**config.mk**
```make
export PLATFORM = sky130hd
export DESIGN_NAME = bus_rr_sched
export DESIGN_NICKNAME = d
export VERILOG_FILES = /design/src/rtl/bus_rr_sched.sv
export SDC_FILE = /design/constraint.sdc
export NUM_CORES = 1
export LEC_CHECK = 0
export ABC_AREA = 1
export ABC_CLOCK_PERIOD_IN_PS = 3600
export BUFFER_PORTS_ARGS = -buffer_cell sky130_fd_sc_hd__buf_4
export CORE_ASPECT_RATIO = 1.4
export CORE_MARGIN = 2
export CORE_UTILIZATION = 45
export CTS_CLUSTER_DIAMETER = 150
export DETAILED_ROUTE_END_ITERATION = 8
export PLACE_DENSITY_LB_ADDON = 0.25
export SLEW_MARGIN = 20
export SYNTH_ARGS = -nofsm -noshare
export SYNTH_HDL_FRONTEND = slang
export SYNTH_SLANG_ARGS = --single-unit
```
**constraint.sdc**
```tcl
create_clock -name clk -period 3.6 [get_ports clk]
set_clock_uncertainty 0.2 [all_clocks]
set_input_delay 0.18 -clock clk [delete_from_list [all_inputs] [get_ports clk]]
set_output_delay 0.18 -clock clk [all_outputs]
set_load 0.005 [all_outputs]
```
**src/rtl/bus_rr_sched.sv**
```systemverilog
// Round-robin scheduler for a shared packet bus: arbitrates between driver FIFOs,
// pops the granted head packet and pushes it to its destination port(s).
module bus_rr_sched #(
  parameter int drvrs = 4,
  parameter int pckg_sz = 16,
  parameter int id_w = 8,
  parameter logic [id_w-1:0] broadcast = {id_w{1'b1}}
) (
  input  logic                        clk,
  input  logic                        reset,
  input  logic [drvrs-1:0]            pndng,
  input  logic [drvrs*pckg_sz-1:0]    D_pop,
  output logic [drvrs-1:0]            pop,
  output logic [drvrs-1:0]            push,
  output logic [pckg_sz-1:0]          D_push,
  output logic                        busy,
  output logic [$clog2(drvrs)-1:0]    grant_id,
  output logic [15:0]                 pkt_cnt,
  output logic [15:0]                 drop_cnt
);

  localparam int gw = $clog2(drvrs);

  // Handshake: pndng[i] high means FIFO i presents a valid head on its D_pop slice;
  // pop[i] is a single-cycle strobe consuming that head. push is a strobe mask with
  // D_push valid in the same cycle; receivers have no back-pressure.
  typedef enum logic [1:0] {IDLE, POP, PUSH, DROP} state_t;

  state_t               state, next_state;
  logic [gw-1:0]        last_grant, last_grant_d;
  logic [pckg_sz-1:0]   data_q, data_d;
  logic [gw-1:0]        pick, grant_d;
  logic                 pick_ok;
  logic [id_w-1:0]      dest;
  logic [drvrs-1:0]     mask;
  logic                 mask_ok;
  logic [drvrs-1:0]     pop_d, push_d;
  logic [pckg_sz-1:0]   d_push_d;
  logic [15:0]          pkt_cnt_d, drop_cnt_d;

  assign busy = (state != IDLE);
  assign dest = data_q[pckg_sz-1 -: id_w];

  // First pending requester after the last one served, wrapping around.
  always_comb begin
    pick    = '0;
    pick_ok = 1'b0;
    for (int k = 1; k <= drvrs; k++) begin
      if (!pick_ok && pndng[(int'(last_grant) + k) % drvrs]) begin
        pick    = gw'((int'(last_grant) + k) % drvrs);
        pick_ok = 1'b1;
      end
    end
  end

  always_comb begin
    mask    = '0;
    mask_ok = 1'b0;
    if (dest == broadcast) begin
      mask    = ~(drvrs'(1) << grant_id);
      mask_ok = 1'b1;
    end else if (int'(dest) < drvrs && int'(dest) != int'(grant_id)) begin
      mask    = drvrs'(1) << dest;
      mask_ok = 1'b1;
    end
  end

  always_ff @(posedge clk or negedge reset) begin
    if (!reset) state <= IDLE;
    else        state <= next_state;
  end

  always_comb begin
    next_state = state;
    case (state)
      IDLE:    if (pick_ok) next_state = POP;
      POP:     next_state = mask_ok ? PUSH : DROP;
      PUSH:    next_state = IDLE;
      DROP:    next_state = IDLE;
      default: next_state = IDLE;
    endcase
  end

  // Next values of the registered outputs; strobes land in the cycle after the decision.
  always_comb begin
    pop_d        = '0;
    push_d       = '0;
    d_push_d     = D_push;
    pkt_cnt_d    = pkt_cnt;
    drop_cnt_d   = drop_cnt;
    grant_d      = grant_id;
    data_d       = data_q;
    last_grant_d = last_grant;
    case (state)
      IDLE: begin
        if (pick_ok) begin
          grant_d     = pick;
          data_d      = D_pop[int'(pick)*pckg_sz +: pckg_sz];
          pop_d[pick] = 1'b1;
        end
      end
      POP: begin
        last_grant_d = grant_id;
        if (mask_ok) begin
          push_d    = mask;
          d_push_d  = data_q;
          pkt_cnt_d = (pkt_cnt == 16'hFFFF) ? pkt_cnt : pkt_cnt + 16'd1;
        end else begin
          drop_cnt_d = (drop_cnt == 16'hFFFF) ? drop_cnt : drop_cnt + 16'd1;
        end
      end
      default: ;
    endcase
  end

  always_ff @(posedge clk or negedge reset) begin
    if (!reset) begin
      pop        <= '0;
      push       <= '0;
      D_push     <= '0;
      pkt_cnt    <= '0;
      drop_cnt   <= '0;
      grant_id   <= '0;
      data_q     <= '0;
      last_grant <= gw'(drvrs - 1);
    end else begin
      pop        <= pop_d;
      push       <= push_d;
      D_push     <= d_push_d;
      pkt_cnt    <= pkt_cnt_d;
      drop_cnt   <= drop_cnt_d;
      grant_id   <= grant_d;
      data_q     <= data_d;
      last_grant <= last_grant_d;
    end
  end

endmodule

```
==> results of run 1 <==
-- cells in the mapped netlist (all sizes together) --
| master | count |
|---|---|
| nor2 | 38 |
| nor3b | 1 |
| or2 | 6 |
| nand3 | 59 |
| nor3 | 9 |
| o211ai | 6 |
| nor4 | 3 |
| xnor2 | 7 |
| o31ai | 1 |
| xor2 | 19 |
| dfstp | 2 |
| nand4 | 28 |
| ha | 2 |
| nand2 | 223 |
| dfrtp | 76 |
| or3 | 1 |
| a21oi | 4 |
| buf | 21 |
| o21ai | 24 |
| clkinv | 2 |
| inv | 99 |
| a21boi | 1 |
-- worst paths after layout --
| check | start | to | slack, ns | depth (start not counted) |
|---|---|---|---|---|
| max | last_grant[0] | data_q[6] | 0.24 | 12 |
| min | D_pop[26] | data_q[10] | 0.02 | 4 |
| max reg2reg | last_grant[0] | data_q[6] | 0.24 | 12 |
| min reg2reg | D_push[14] | D_push[14] | 0.27 | 2 |
| max in group asynchronous | reset | drop_cnt[6] | 2.19 | 2 |
| min in group asynchronous | reset | drop_cnt[2] | 0.35 | 2 |
-- final cells by class --
cell class / instances / area (sq um) / area share
Multi-Input combinational cell: 433 / 2100 / 0.346
Sequential cell: 78 / 1950 / 0.321
Timing Repair Buffer: 148 / 1160 / 0.190
Inverter: 101 / 383 / 0.0629
Clock buffer: 12 / 246 / 0.0405
Tap cell: 135 / 169 / 0.0278
Clock inverter: 4 / 70.1 / 0.0115
-- sequential cells by signal (all words and copies together) (netlist names) --
name and flops:
pkt_cnt 16, pop 4, data_q 16, last_grant 2
state 2, push 4, grant_id 2, D_push 16
drop_cnt 16
-- cell usage in the layout (no fill, tap or decap), types with 2 or more instances in the layout --
master and instances:
nor4_2 2, nand2_1 217, o211ai_1 6, dfrtp_1 76, bufinv_16 2, dfstp_2 2, xnor2_1 7, a21oi_1 4
or2_2 4, o21ai_1 2, nand4_1 28, nor3_1 9, clkinv_2 3, ha_1 2, nand3_2 3, clkbuf_1 2
nor2_2 5, nor2_1 32, or2_1 2, buf_4 129, dlygate4sd3_1 19, o21ai_0 22, clkbuf_16 9, inv_1 91
nand2_2 5, xor2_1 19, nand3_1 56, inv_2 7
-- metrics by stage --
step	setup slack (ns)	hold WS, ns	util	std cells	power (uW)
floorplan	1.53	-0.316	-	632	3090
global placement	0.847	0.194	0.562	875	3540
detailed placement	0.656	0.200	0.562	875	3620
CTS	0.198	0.0138	0.613	910	4690
global route	0.0374	0.0278	0.615	911	5150
finish	0.235	0.0242	0.615	911	4720
-- per-layer routing --
metal,up-vias,GRT usage
met3,16,0.0487
met2,157,0.391
li1,2256,-
met4,0,0.0718
met1,2083,0.257
met5,-,0
-- power by group --
group | switching [uW] | leakage, uW | internal [uW]
combinational | 1490 | 0.00207 | 894
sequential | 225 | 0.00102 | 1150
clock | 340 | 0.000157 | 624
-- cells by family (layout without fill, tap and decap cells) --
| logic type | Yosys count | count (layout) |
|---|---|---|
| AO/OA/AOI/OAI | 36 | 36 |
| AND/OR/NAND/NOR | 368 | 369 |
| buffers and inverters | 122 | 265 |
| XOR/XNOR | 26 | 26 |
| adder cells (fa/ha/maj) | 2 | 2 |
| flip-flops | 78 | 78 |
-- critical path, delay by kind of cell (launching register included) --
kind,cells,cell delay (ns)
buffers and inverters,3,1.04
DFF,1,0.64
and+or+nand+nor,8,1.24
AOI/OAI and AO/OA,1,0.18
-- timing repair --
action | 4_1_cts | 5_1_grt
hold endpoints to repair | 82 | 0
gates resized for setup | 0 | 1
setup endpoints to repair | 0 | 5
hold buffers | 19 | 0
buffers inserted | 0 | 0
==> results_dict.tcl, run 1 <==
set metrics [dict create \
    slowest_delay_ns 0.64 \
    fmax_mhz 297 \
    grt_pass1_vias 4380 \
    core_region_area_sq_um 9900 \
    post_synth_fa_ha_maj_area_fraction 0.00549 \
    netlist_area_sq_um 4550 \
    cp_cell_sequence "inv_4, nand2_1, nand2_1, nand2_1, a21boi_1, nand2_1, nor2_2, clkinv_2, nor2_4, nand3_1, dlygate4sd3_1, nand3_1" \
    syn_to_final_growth_pct 33.6 \
    worstSetupEndpointType "flip-flop" \
    tns_ns 0 \
    drive_gt1_frac 0.227 \
    setup_viol 0 \
    wl_um 11600 \
    grt_use_total 0.219 \
    worst_slew_pin_slew_ns 0.996 \
    grt_pass1_wl_um 19200 \
    synth_compound_area_frac 0.0440 \
    clk_path_buf_depth 2 \
    rsz0062_at_grt "no" \
    crit_path_frequent_cell "nand2_1" \
    ys_top_cells_by_area "dfrtp_1 (42%), nand2_1 (18%), inv_1 (7.5%)" \
    placed_cell_area_sq_um 5560 \
    clk_latency_ns 0.33 \
    fin_area_sq_um 6080 \
    diodes 0 \
    grt_remaining_overflow 0 \
    yosysTopAreaCell "dfrtp_1" \
    avgSynthCellArea_sq_um 7.21 \
    synth_cell_types 36 \
    synth_top_family_by_area "simple AND/OR/NAND/NOR gates" \
    antenna_found_initial 0 \
    wl_per_cell_um 12.8 \
    clock-sinks 78 \
    drcViolationCount 0 \
    seq_area_frac_synth 0.429 \
    cts_buffers 9 \
    cts_tree "yes" \
    dp_hpwl_um 8390 \
    synth_simple_gate_area_share 0.359 \
    start_util 0.460 \
    vias 4512 \
    cts-root-buf "clkbuf_16" \
    slew_headroom 0.336 \
    grt_max_degree 79 \
    crit_fanout 13 \
    status "finished clean" \
    period_share 0.935 \
    wl_met2_um 6210 \
    top_layer_used "met4" \
    final-max-slew-violation-count 0 \
    crit_type "flip-flop to flip-flop" \
    met3RoutedLength_um 615 \
    pin_count 129 \
    ys_seq_elements 78 \
    yosys_warnings 0 \
    synth_xor_area_frac 0.0500 \
    postSynthCellCount 632 \
    hp-class "input port to flip-flop" \
    final_nets 843 \
    hold_viol 0 \
    die-area_sq_um 11000 \
    min_period_ns 3.36 \
    detail_route.iter0.violations 182 \
    worstPathRequired_ns 3.67 \
    wl_met1_um 4640 \
    fillers 926 \
    first_pass_iters 5 \
    antenna_left 0 \
    cellPowerDensity_nw_per_um2 776 \
    ir_drop_mv 0.459 \
    power_leakage_uw 0.00325 \
    syn_nets 704 \
    cp.arrival_ns 3.43 \
    synth_top_area_frac 0.418 \
    die_h_um 123 \
    startpoint_type "flip-flop" \
    gp_congestion 0.840 \
    clk_pin_slew_worst_paths_ns 0.06 \
    rows 43 \
    cap_violations 0 \
    portBuffers 128 \
    cts_max_level 3 \
    dieWidth_um 89.0 \
    via_per_inst 4.95 \
    synth_mux_area_frac 0 \
    slowest_stage "dfstp_2" \
]
No activity file was read; power rests on OpenSTA's default activity.
==> run 2, diff against run 1 <==
--- a/config.mk
+++ b/config.mk
@@ -6,7 +6,7 @@
 export NUM_CORES = 1
 export LEC_CHECK = 0
 export ABC_AREA = 1
-export ABC_CLOCK_PERIOD_IN_PS = 3600
+export ABC_CLOCK_PERIOD_IN_PS = 2700
 export BUFFER_PORTS_ARGS = -buffer_cell sky130_fd_sc_hd__buf_4
 export CORE_ASPECT_RATIO = 1.4
 export CORE_MARGIN = 2
==> constraint.sdc (replaced) <==
create_clock -name clk -period 2.7 [get_ports clk]
set_clock_uncertainty 0.2 [all_clocks]
set_input_delay 0.135 -clock clk [delete_from_list [all_inputs] [get_ports clk]]
set_output_delay 0.135 -clock clk [all_outputs]
set_load 0.005 [all_outputs]
==> results_dict.tcl, run 2 (same netlist as run 1, synthesis figures left out) <==
set metrics [dict create \
    status "finished clean" \
    finalHoldWorstSlack_ns 0.0220 \
    setup_viol 0 \
    cts_resized 0 \
    ir_drop_mv 0.918 \
    timing.final.ws_setup_ns 0.138 \
    detail_route.iter0.violations 185 \
    power_leakage_uw 0.00334 \
    clk_latency_ns 0.33 \
    holdPathStages 7 \
    cts-root-buf "clkbuf_16" \
    grt_pass1_wl_um 19700 \
    slew_headroom 0.350 \
    layout_common_cells "nand2_1 (217), buf_4 (136), inv_1 (91)" \
    final_common_cell "nand2_1" \
    cts_setup_buffers 0 \
    worstPathRequired_ns 2.71 \
    cts_tree "yes" \
    final_nets 863 \
    rsz0062_at_grt "no" \
    holdPathEnd "data_q[8]" \
    vias 4564 \
    postLayoutCoreUtil 0.632 \
    worstSetupEndpointType "flip-flop" \
    die_h_um 123 \
    r2r_start "last_grant[0]" \
    p_sw_uw 2690 \
    portBuffers 128 \
    antenna_found_initial 0 \
    fmax_mhz 390 \
    ff2ff_setup_slack_ns 0.14 \
    wl_per_cell_um 12.6 \
    min_period_ns 2.56 \
    cellPowerDensity_nw_per_um2 988 \
    reg2reg_depth 12 \
    clk_path_buf_depth 2 \
    gp_congestion 0.967 \
    dp_hpwl_um 8460 \
    start_util 0.460 \
    pwr-share-comb 0.507 \
    min-delay-start "D_pop[8]" \
    grt_use_total 0.225 \
    antenna_left 0 \
    cp.arrival_ns 2.57 \
    cap_violations 0 \
    timing.rr.end "data_q[6]" \
    crit_fanout 44 \
    startpoint_type "flip-flop" \
    tns_ns 0 \
    dieWidth_um 89.0 \
    first_pass_iters 4 \
    diodes 0 \
    grt_max_degree 79 \
    period_share 0.949 \
    power.clock.fraction 0.195 \
    hold_buffers 33 \
    drive_gt1_frac 0.231 \
    sequentialPowerShare 0.298 \
    grt_remaining_overflow 0 \
    drcViolationCount 0 \
    pin_count 129 \
    rows 43 \
    core_region_area_sq_um 9900 \
    worst_slew_pin_slew_ns 0.976 \
    hold_viol 0 \
    cts_buffers 9 \
    crit_type "flip-flop to flip-flop" \
    hp-class "input port to flip-flop" \
    cts_max_level 3 \
    final-max-slew-violation-count 0 \
    place_ws_ns 0.205 \
    wl_um 11800 \
    grt_pass1_vias 4475 \
    clock-sinks 78 \
    syn_to_final_growth_pct 37.3 \
    die-area_sq_um 11000 \
    internal_power_uw 3490 \
    via_per_inst 4.90 \
    p_sw_frac 0.436 \
    clk_pin_slew_worst_paths_ns 0.06 \
]
[run 2: cell types whose count changed in the layout (fill, tap and decap cells not counted), sizes merged]
cell,previous run,this run
clkinvlp,0,1
buf,129,136
clkinv,4,3
nand3,60,59
bufinv,2,0
clkbuf,12,14
dlygate4sd3,19,33
[run 2: area by class of cell]
cell class / instances / area [sq um]
inverters: 101 / 383
clock buffers: 14 / 294
clock inverters: 2 / 12.5
fillers: 863 / 3650
repair buffers: 169 / 1350
multi-input cells: 432 / 2090
flip-flops and latches: 78 / 1950
well taps: 135 / 169
[run 2: per-layer routing]
metal	routed length, um	part of all wire	global-route usage	vias up
met3	560	0.048	0.0414	31
met1	4780	0.41	0.268	2092
met4	338	0.029	0.101	0
met2	6090	0.52	0.391	145
li1	-	-	-	2296
met5	0	0	0	-
[run 2: worst max path at each step]
stage | from | cells past startpoint | end | slack (ns)
6_report | last_grant[0] | 12 | data_q[6] | 0.14
5_1_grt | last_grant[0] | 12 | data_q[6] | 0.02
4_1_cts | last_grant[0] | 12 | data_q[1] | 0.19
3_5_place_dp | last_grant[0] | 12 | data_q[1] | 0.21
3_3_place_gp | last_grant[0] | 12 | data_q[15] | 0.33
2_1_floorplan | pkt_cnt[0] | 11 | pkt_cnt[10] | 0.63
[run 2: power groups by stage]
stage / Clock, uW / Sequential [uW] / Combinational (uW)
2_1_floorplan: 0 / 1780 / 2340
5_1_grt: 1280 / 1880 / 3600
4_1_cts: 1230 / 1840 / 3120
6_report: 1210 / 1840 / 3130
3_5_place_dp: 0 / 1860 / 3060
3_3_place_gp: 0 / 1830 / 3000
[run 2: per-stage QoR]
step / total power, uW / instance area [sq um] / cells
floorplan: 4120 / 4550 / 632
global placement: 4830 / 5620 / 882
detailed placement: 4920 / 5620 / 882
CTS: 6180 / 6250 / 931
global route: 6760 / 6250 / 931
finish: 6180 / 6250 / 931
[run 2: worst max-delay path: stages (launching register included)]
cell and delay, ns:
dfstp_2 0.63, inv_4 0.08, nand2_1 0.11, nand2_1 0.08, nand2_1 0.07, nand2_1 0.08
nand2_2 0.09, nand2_1 0.06, nand2_2 0.09, nand3_4 0.33, or2_2 0.43, nand3_1 0.08
nand3_1 0.08
==> run 3, diff against run 2 <==
--- a/config.mk
+++ b/config.mk
@@ -13,7 +13,9 @@
 export CORE_UTILIZATION = 45
 export CTS_CLUSTER_DIAMETER = 150
 export DETAILED_ROUTE_END_ITERATION = 8
+export GPL_ROUTABILITY_DRIVEN = 0
 export PLACE_DENSITY_LB_ADDON = 0.25
+export RECOVER_POWER = 100
 export SLEW_MARGIN = 20
 export SYNTH_ARGS = -nofsm -noshare
 export SYNTH_HDL_FRONTEND = slang
==> results_dict.tcl, run 3 (same netlist as run 1, synthesis figures left out) <==
set metrics [dict create \
    postLayoutCoreUtil 0.625 \
    crit_fanout 44 \
    die_h_um 123 \
    drive_gt1_frac 0.210 \
    period_share 0.945 \
    hp-class "input port to flip-flop" \
    pin_count 129 \
    cts_tree "yes" \
    cp.arrival_ns 2.56 \
    rows 43 \
    ir_drop_mv 0.917 \
    setup_viol 0 \
    detail_route.iter0.violations 187 \
    min_period_ns 2.55 \
    dieWidth_um 89.0 \
    grt_max_degree 79 \
    slew_headroom -0.278 \
    dp_hpwl_um 8460 \
    clk_path_buf_depth 2 \
    slowest_delay_ns 0.63 \
    grt_remaining_overflow 0 \
    cts_buffers 9 \
    hold_viol 0 \
    cts_max_level 3 \
    final_common_cell "nand2_1" \
    status "finished with violations" \
    slowest_stage "dfstp_2" \
    grt_use_total 0.225 \
    clk_pin_slew_worst_paths_ns 0.06 \
    final-max-slew-violation-count 79 \
    crit_path_frequent_cell "nand2_1" \
    layout_common_cells "nand2_1 (218), inv_1 (92), dfrtp_1 (76)" \
    syn_to_final_growth_pct 35.9 \
    drcViolationCount 0 \
    hold_buffers 33 \
    first_pass_iters 5 \
    grt_pass1_wl_um 19700 \
    tns_ns 0 \
    diodes 0 \
    die-area_sq_um 11000 \
    clk_latency_ns 0.33 \
    cts_resized 0 \
    final_nets 863 \
    rsz0062_at_grt "no" \
    wl_per_cell_um 12.7 \
    crit_type "flip-flop to flip-flop" \
    antenna_left 0 \
    clock-sinks 78 \
    cts-root-buf "clkbuf_16" \
    startpoint_type "flip-flop" \
    core_region_area_sq_um 9900 \
    cts_setup_buffers 0 \
    power_leakage_uw 0.00326 \
    cap_violations 1 \
    final_cells 931 \
    worstPathRequired_ns 2.71 \
    timing.final.ws_setup_ns 0.147 \
    grt_pass1_vias 4475 \
    vias 4553 \
    worstSetupEndpointType "flip-flop" \
    via_per_inst 4.89 \
    portBuffers 128 \
    dp_cells 882 \
    place_ws_ns 0.205 \
    fmax_mhz 392 \
    worst_slew_pin_slew_ns 1.92 \
    failed_checks "capacitance limit, slew limit" \
    wl_um 11800 \
    start_util 0.460 \
    antenna_found_initial 0 \
    cp_cell_sequence "inv_4, nand2_1, nand2_1, nand2_2, nand2_1, inv_2, nand2_1, nand2_2, nand3_4, or2_2, nand3_1, nand3_1" \
    cellPowerDensity_nw_per_um2 985 \
]
==> run 3: metal layers <==
metal  global-route usage  share of wire
met1                0.268           0.41
met2                0.391           0.52
met3               0.0414          0.043
met4                0.101          0.029
met5                    0              0
==> run 3: where the power goes <==
group | internal (uW) | leakage [uW] | switching [uW]
registers | 1530 | 0.00102 | 300
logic | 1130 | 0.00209 | 1930
clock network | 747 | 0.000151 | 461
total | 3410 | 0.00326 | 2690
==> run 3: path summary, 6_finish.rpt <==
kind	from	to	slack (ns)	cells after the start
worst max-delay path	last_grant[0]	data_q[6]	0.15	12
worst min-delay path	D_pop[8]	data_q[8]	0.02	7
worst max register to register	last_grant[0]	data_q[6]	0.15	12
worst min register to register	D_push[6]	D_push[6]	0.27	2
max in group asynchronous	reset	data_q[2]	0.49	2
min in group asynchronous	reset	drop_cnt[2]	0.69	2
==> run 3: worst max-delay path: cells and delay by family (launching register included) <==
family	cells	cell delay, ns
and+or+nand+nor	10	1.43
DFF	1	0.63
buffers and inverters	2	0.15
==> run 3: cell type report <==
cell class | instances | area [sq um]
Clock buffer | 14 | 294
Clock inverter | 2 | 12.5
Fill cell | 883 | 3710
Inverter | 101 | 383
Multi-Input combinational cell | 432 | 2080
Sequential cell | 78 | 1950
Tap cell | 135 | 169
Timing Repair Buffer | 169 | 1300
==> run 3: through the flow <==
step	instance area (sq um)	hold slack, ns	power, uW
4_1_cts	6250	0.00293	6180
3_3_place_gp	5620	0.149	4830
2_1_floorplan	4550	-0.361	4120
5_1_grt	6190	0.0548	6670
6_report	6190	0.0226	6100
3_5_place_dp	5620	0.156	4920
